[config.mk]
export PLATFORM = sky130hd
export DESIGN_NAME = ula_muldiv
export DESIGN_NICKNAME = d
export VERILOG_FILES = /design/src/rtl/ula_pkg.sv /design/src/rtl/ula_muldiv.sv
export SDC_FILE = /design/constraint.sdc
export NUM_CORES = 1
export LEC_CHECK = 0
export CAP_MARGIN = 20
export CORE_MARGIN = 4
export CORE_UTILIZATION = 40
export DETAILED_ROUTE_END_ITERATION = 10
export PLACE_DENSITY = 0.6
export SYNTH_ARGS = -nofsm -noshare
export SYNTH_HDL_FRONTEND = slang
export SYNTH_SLANG_ARGS = --single-unit
[constraint.sdc]
create_clock -name clk -period 7.2 [get_ports clk]
set_input_delay 1.08 -clock clk [delete_from_list [all_inputs] [get_ports clk]]
set_output_delay 1.08 -clock clk [all_outputs]
set_load 0.005 [all_outputs]
[src/rtl/ula_pkg.sv]
// rtl/ula_pkg.sv - shared encodings and helpers for the M-extension mul/div unit
package ula_pkg;

  localparam logic [2:0] MD_MUL    = 3'b000;
  localparam logic [2:0] MD_MULH   = 3'b001;
  localparam logic [2:0] MD_MULHSU = 3'b010;
  localparam logic [2:0] MD_MULHU  = 3'b011;
  localparam logic [2:0] MD_DIV    = 3'b100;
  localparam logic [2:0] MD_DIVU   = 3'b101;
  localparam logic [2:0] MD_REM    = 3'b110;
  localparam logic [2:0] MD_REMU   = 3'b111;

  typedef enum logic [1:0] {
    ST_IDLE = 2'd0,
    ST_PREP = 2'd1,
    ST_CALC = 2'd2,
    ST_FIX  = 2'd3
  } state_e;

  // Wide enough for the 2*XLEN product at XLEN=64; callers truncate with a size cast.
  localparam int NEG_W = 128;

  function automatic logic [NEG_W-1:0] cond_neg(input logic [NEG_W-1:0] v, input logic en);
    return en ? (~v + NEG_W'(1)) : v;
  endfunction

endpackage

[src/rtl/ula_muldiv.sv]
// rtl/ula_muldiv.sv - iterative radix-2 multiply / restoring-divide unit for RV32M/RV64M
module ula_muldiv
  import ula_pkg::*;
#(
  parameter int XLEN = 32
) (
  input  logic            clk,
  input  logic            rst_n,
  input  logic            start,
  input  logic [2:0]      funct3,
  input  logic [XLEN-1:0] op_a,
  input  logic [XLEN-1:0] op_b,
  input  logic            flush,
  output logic            busy,
  output logic            done,
  output logic [XLEN-1:0] result
);

  localparam int CW = $clog2(XLEN);
  localparam int AW = 2*XLEN + 1;
  localparam logic [XLEN-1:0] MIN_INT = {1'b1, {(XLEN-1){1'b0}}};

  state_e          state_q, state_d;
  logic [2:0]      f3_q, f3_d;
  logic [XLEN-1:0] a_q, a_d, b_q, b_d, res_q, res_d;
  logic [AW-1:0]   acc_q, acc_d;
  logic [CW-1:0]   cnt_q, cnt_d;
  logic            sa_q, sa_d, sb_q, sb_d, dz_q, dz_d, ov_q, ov_d;

  logic            signed_a, signed_b, is_div, is_rem;
  logic            a_neg, b_neg, dz_now, ov_now;
  logic [XLEN-1:0] mag_a, mag_b, quo_fix, rem_fix, fix_res;
  logic [2*XLEN-1:0] prod_fix;
  logic [XLEN:0]   mul_sum;
  logic [AW-1:0]   div_sh;
  logic [XLEN+1:0] div_diff;

  always_comb begin
    signed_a = (f3_q == MD_MULH) || (f3_q == MD_MULHSU) || (f3_q == MD_DIV) || (f3_q == MD_REM);
    signed_b = (f3_q == MD_MULH) || (f3_q == MD_DIV) || (f3_q == MD_REM);
    is_div   = f3_q[2];
    is_rem   = f3_q[2] & f3_q[1];
    a_neg    = signed_a & a_q[XLEN-1];
    b_neg    = signed_b & b_q[XLEN-1];
    mag_a    = XLEN'(cond_neg(NEG_W'(a_q), a_neg));
    mag_b    = XLEN'(cond_neg(NEG_W'(b_q), b_neg));
    dz_now   = is_div && (b_q == '0);
    ov_now   = is_div && signed_b && (a_q == MIN_INT) && (b_q == '1);

    // In mul mode b_q holds the multiplicand; in div mode it holds the divisor magnitude.
    mul_sum  = acc_q[2*XLEN:XLEN] + {1'b0, b_q};
    div_sh   = {acc_q[AW-2:0], 1'b0};
    div_diff = {1'b0, div_sh[2*XLEN:XLEN]} - {2'b00, b_q};

    prod_fix = (2*XLEN)'(cond_neg(NEG_W'(acc_q[2*XLEN-1:0]), sa_q ^ sb_q));
    quo_fix  = XLEN'(cond_neg(NEG_W'(acc_q[XLEN-1:0]), sa_q ^ sb_q));
    rem_fix  = XLEN'(cond_neg(NEG_W'(acc_q[2*XLEN-1:XLEN]), sa_q));

    if (dz_q)        fix_res = is_rem ? a_q : '1;
    else if (ov_q)   fix_res = is_rem ? '0 : a_q;
    else if (is_div) fix_res = is_rem ? rem_fix : quo_fix;
    else             fix_res = (f3_q == MD_MUL) ? prod_fix[XLEN-1:0] : prod_fix[2*XLEN-1:XLEN];
  end

  always_comb begin
    state_d = state_q;
    f3_d    = f3_q;
    a_d     = a_q;
    b_d     = b_q;
    res_d   = res_q;
    acc_d   = acc_q;
    cnt_d   = cnt_q;
    sa_d    = sa_q;
    sb_d    = sb_q;
    dz_d    = dz_q;
    ov_d    = ov_q;
    case (state_q)
      ST_IDLE: begin
        if (start) begin
          f3_d    = funct3;
          a_d     = op_a;
          b_d     = op_b;
          state_d = ST_PREP;
        end
      end
      ST_PREP: begin
        sa_d    = a_neg;
        sb_d    = b_neg;
        dz_d    = dz_now;
        ov_d    = ov_now;
        b_d     = is_div ? mag_b : mag_a;
        acc_d   = {{(XLEN+1){1'b0}}, (is_div ? mag_a : mag_b)};
        cnt_d   = CW'(XLEN-1);
        state_d = (dz_now || ov_now) ? ST_FIX : ST_CALC;
      end
      ST_CALC: begin
        if (is_div) begin
          if (div_diff[XLEN+1]) acc_d = div_sh;
          else                  acc_d = {div_diff[XLEN:0], div_sh[XLEN-1:1], 1'b1};
        end else begin
          acc_d = {1'b0, (acc_q[0] ? mul_sum : acc_q[2*XLEN:XLEN]), acc_q[XLEN-1:1]};
        end
        cnt_d = cnt_q - CW'(1);
        if (cnt_q == '0) state_d = ST_FIX;
      end
      ST_FIX: begin
        res_d   = fix_res;
        state_d = ST_IDLE;
      end
      default: state_d = ST_IDLE;
    endcase
    // A completed op still retires in FIX, so flush only overrides the state transition.
    if (flush) state_d = ST_IDLE;
  end

  always_ff @(posedge clk or negedge rst_n) begin
    if (!rst_n) begin
      state_q <= ST_IDLE;
      f3_q    <= '0;
      a_q     <= '0;
      b_q     <= '0;
      res_q   <= '0;
      acc_q   <= '0;
      cnt_q   <= '0;
      sa_q    <= 1'b0;
      sb_q    <= 1'b0;
      dz_q    <= 1'b0;
      ov_q    <= 1'b0;
    end else begin
      state_q <= state_d;
      f3_q    <= f3_d;
      a_q     <= a_d;
      b_q     <= b_d;
      res_q   <= res_d;
      acc_q   <= acc_d;
      cnt_q   <= cnt_d;
      sa_q    <= sa_d;
      sb_q    <= sb_d;
      dz_q    <= dz_d;
      ov_q    <= ov_d;
    end
  end

  assign busy   = (state_q != ST_IDLE);
  assign done   = (state_q == ST_FIX);
  assign result = (state_q == ST_FIX) ? fix_res : res_q;

endmodule

# Word level (Yosys, flattened, before mapping)
# Cells that the tools add are included.
# word_totals
reg_bits	175
in_bits	71
output_inout_bits	34
# classes
add_sub_neg	8
reduce_logical	20
bitwise_logic	9
eq_ne	12
mux	27
# ops
op	n
two-way mux 32 bit	15
two-way mux 65 bit	2
case mux 65 bit (2 select lines)	1
adder 32 x 1 -> 32 bit (second input constant)	4
inverter 32 bit	4
adder 64 x 1 -> 64 bit (second input constant)	1
equality test 32 bit (second input constant)	2
two-way mux 64 bit	1
inverter 64 bit	1
case mux 32 bit (2 select lines)	1
subtractor 33 x 32 -> 34 bit	1
adder 33 x 32 -> 33 bit	1
two-way mux 33 bit	1
logical NOT 32 bit	1
case mux 5 bit (2 select lines)	1
case mux 2 bit (4 select lines)	1
equality test 3 bit (second input constant)	2
logical OR 1 bit	6
two-way mux 2 bit	3
!= test 3 bit (second input constant)	2
AND reduction 2 bit	3
nonzero test 2 bit	3
logical NOT 5 bit	1
subtractor 5 x 1 -> 5 bit (second input constant)	1
other kinds (11)	17

# Longest topological paths before layout
# depth
ltp_word	10
ltp_mapped	14

# Worst setup path before layout
# No wires, ideal clock.
# synth_path
path_kind	register to output
startpoint	reg acc_q[0]
endpoint	out result[22]
t_arrival_ns	3.003
path_stages_with_launch	15
path_buffers	3
path_slack_ns	3.117
path_cell_list	dfrtp_1 clkbuf_1 clkinv_1 clkbuf_1 ha_1 nor2b_1 nand2_1 nor4_4 and2_2 buf_6 a21oi_1 xnor2_1 o211a_1 o311ai_0 o21a_1
# synth_via
elab_chain_len	8
word_cells_on_any_way	12
# synth_lines
item	line_no	source
start: declaration	ula_muldiv.sv:26	logic [AW-1:0] acc_q, acc_d;
start signal: assignment	ula_muldiv.sv:123	acc_q <= '0;
start signal: assignment	ula_muldiv.sv:135	acc_q <= acc_d;
inverter 64 bit or inverter 32 bit (tied branches)	ula_pkg.sv:24	return en ? (~v + NEG_W'(1)) : v;
adder 64 x 1 -> 64 bit or adder 32 x 1 -> 32 bit (tied branches)	ula_pkg.sv:24	
two-way mux 64 bit or two-way mux 32 bit (tied branches)	ula_pkg.sv:24	
two-way mux 32 bit (on tied branches)	ula_muldiv.sv:62, ula_muldiv.sv:61	
two-way mux 32 bit *	ula_muldiv.sv:61	else if (is_div) fix_res = is_rem ? rem_fix : quo_fix;
two-way mux 32 bit *	ula_muldiv.sv:60	else if (ov_q) fix_res = is_rem ? '0 : a_q;
two-way mux 32 bit *	ula_muldiv.sv:59	if (dz_q) fix_res = is_rem ? a_q : '1;
two-way mux 32 bit *	-	
end: declaration	ula_muldiv.sv:16	output logic [XLEN-1:0] result
# Mark *: on every way between the ends. The rest lies on a longest branch, timed or not.

# Final worst setup path
# layout_path
startpoint	reg acc_q[32]
endpoint	out result[22]
# Same word-level chain as after synthesis.

==> impl_metrics.json <==
{
  "status": "finished clean",
  "dp.cells": 2636,
  "root_buffer": "clkbuf_16",
  "die_x_um": 214,
  "fin_cells": 2671,
  "avgViaCountPerCell": 6.50,
  "synth_largest_area_cell": "dfrtp_1",
  "clockBufferDepth": 2,
  "synth-edff-count": 0,
  "vias": 17400,
  "grt_pass1_vias": 16500,
  "relSlewSlack_pct": 30.7,
  "place_hpwl_um": 54200,
  "grt_antenna_before_repair": 3,
  "synth.most_common_cell": "nor2_1",
  "area_delta_synth_final_pct": 11.2,
  "place_congestion": 0.990,
  "worst_ep_required_time_ns": 6.12,
  "ys_seq_elements": 175,
  "grt_util_all_layers_pct": 30.1,
  "rows": 75,
  "drt_iter0_drc": 2075,
  "crit_path_start_kind": "flip-flop",
  "cts_tree": "yes",
  "cts_hold_buf": 0,
  "portBuffers": 104,
  "htree_levels": 4,
  "drt-total-wl_um": 71300,
  "cts_setup_buffers": 0,
  "setup_tns_ns": 0,
  "synthDominantCellAreaShare_pct": 25.8,
  "layout_min_cycle_time_ns": 5.58,
  "synth_area_mm2": 0.0170,
  "dr.pass1.iters": 5,
  "drive_gt1_share_pct": 8.36,
  "syn_inst": 2106,
  "grt_first_pass_wirelength_um": 106000,
  "layout.nets": 2266,
  "fillerInstances": 4249,
  "initial_utilization_pct": 40.5,
  "cp_max_fo": 11,
  "hp-class": "in -> async",
  "cts_resized": 0,
  "cts_buffers": 17,
  "synth_top_flop_cell": "dfrtp_1",
  "synth_area_leaders": "dfrtp_1 (26%), nor2_1 (5.9%), xnor2_1 (5.6%)",
  "synth_nets": 2255,
  "dieArea_mm2": 0.0458,
  "syn_area_per_cell_um2": 8.07,
  "clk_latency_ns": 0.47,
  "synth_warnings": 0,
  "grt_max_degree": 75,
  "synth_commonest_cells": "nor2_1 (268), a21oi_1 (186), dfrtp_1 (175), nand2_1 (152), o21ai_0 (139)",
  "slew_violations": 0,
  "crit_path_end_kind": "output port",
  "synth_cell_types": 93,
  "regArea_mm2": 0.00438,
  "clock.fmax_mhz": 179,
  "post-route-period-util_pct": 77.4,
  "clkSinkCount": 175,
  "grt.overflow.total": 0,
  "wire_per_inst_um": 26.7,
  "ant_nets": 0,
  "die_h_um": 214,
  "drc": 0,
  "skew_ns": 0.0152,
  "finalHoldViolCount": 0,
  "critPathKind": "reg -> out",
  "rsz0062_at_grt": "no",
  "synth_seq_area_share_pct": 25.8,
  "fp.coreArea_mm2": 0.0419,
  "ios": 105,
  "cap_violations": 0,
  "setup_viol": 0,
  "multi_input_area_mm2": 0.0116,
  "synthArstFlopShare_pct": 100,
  "worst_pin_slew_ns": 1.04,
  "path_clk_slew_ns": 0.07,
  "worstPathArrival_ns": 4.50
}
## cell families after synthesis
group	Yosys count	synth area share, %
AOI/OAI and AO/OA	683	26.4
xor gates and xnor gates	179	9.22
adders and majority gates	78	5.83
buffers and inverters	234	6.01
DFF	175	25.8
muxes	103	8.65
and+or+nand+nor	654	18.1
## through the flow
stage | setup WS [ns] | util [%] | hold slack [ns] | area (um2)
detailed placement | 2.22 | 43.7 | 0.482 | 18300
CTS | 1.70 | 45.0 | 0.481 | 18900
floorplan | 3.12 | - | 0.472 | 17000
global placement | 2.15 | 43.7 | 0.475 | 18300
finish | 1.62 | 45.1 | 0.485 | 18900
global route | 1.33 | 45.1 | 0.491 | 18900
## flip-flops by register name, indices dropped and copies added, names as in the netlist
signal / cells
acc_q: 65
a_q: 32
b_q: 32
res_q: 32
cnt_q: 5
f3_q: 3
state_q: 2
dz_q: 1
ov_q: 1
sa_q: 1
sb_q: 1
## critical path, cell delays in order, from the launching register on
cell,delay (ns)
dfrtp_1,0.55
inv_1,0.15
ha_1,0.20
nor3b_1,0.44
nand3_1,0.32
nor4b_1,0.69
a21oi_1,0.18
xnor2_1,0.16
o211a_1,0.25
o311ai_0,0.38
o21a_1,0.20
clkdlybuf4s50_1,0.50
## final timing paths
kind                            from    endpoint  slack [ns]  depth (start not counted)
max                        acc_q[32]  result[22]        1.62                         11
max in group asynchronous      rst_n     f3_q[2]        5.34                          2
max reg2reg                  f3_q[2]     b_q[16]        2.91                          9
min in group clk           res_q[22]   res_q[22]        0.50                          1
min reg2reg                res_q[22]   res_q[22]        0.50                          1
min                            rst_n   res_q[27]        0.48                          1
## cell type report
type,instances,share of cell area (%)
antenna,3,0.0397
clock buffer,20,2.42
clock inverter,11,0.516
inverter,86,1.71
multi-input combinational,1697,61.5
sequential,175,23.2
tap,539,3.57
timing repair buffer,140,7.03
## routing by layer
layer / global-route usage (%) / wire length (um) / up-vias
met2: 46.5 / 31500 / 937
met3: 6.09 / 7100 / 156
li1: - / - / 7771
met1: 41.6 / 29500 / 8492
met4: 12.0 / 3230 / 0
met5: 0 / 0 / -
## cell usage in the layout, fill, tap and decap left out, types with 46 or more instances in the layout
cell and instances:
dfrtp_1 174, inv_1 81, ha_1 73, a21oi_1 186
nand2_1 152, xnor2_1 108, nor2_1 268, o21ai_0 139
clkdlybuf4s50_1 103, a211oi_1 46, xor2_1 69
Power is not shown: default switching activity piles up to over one toggle a cycle in this logic, so the estimate is an artifact.
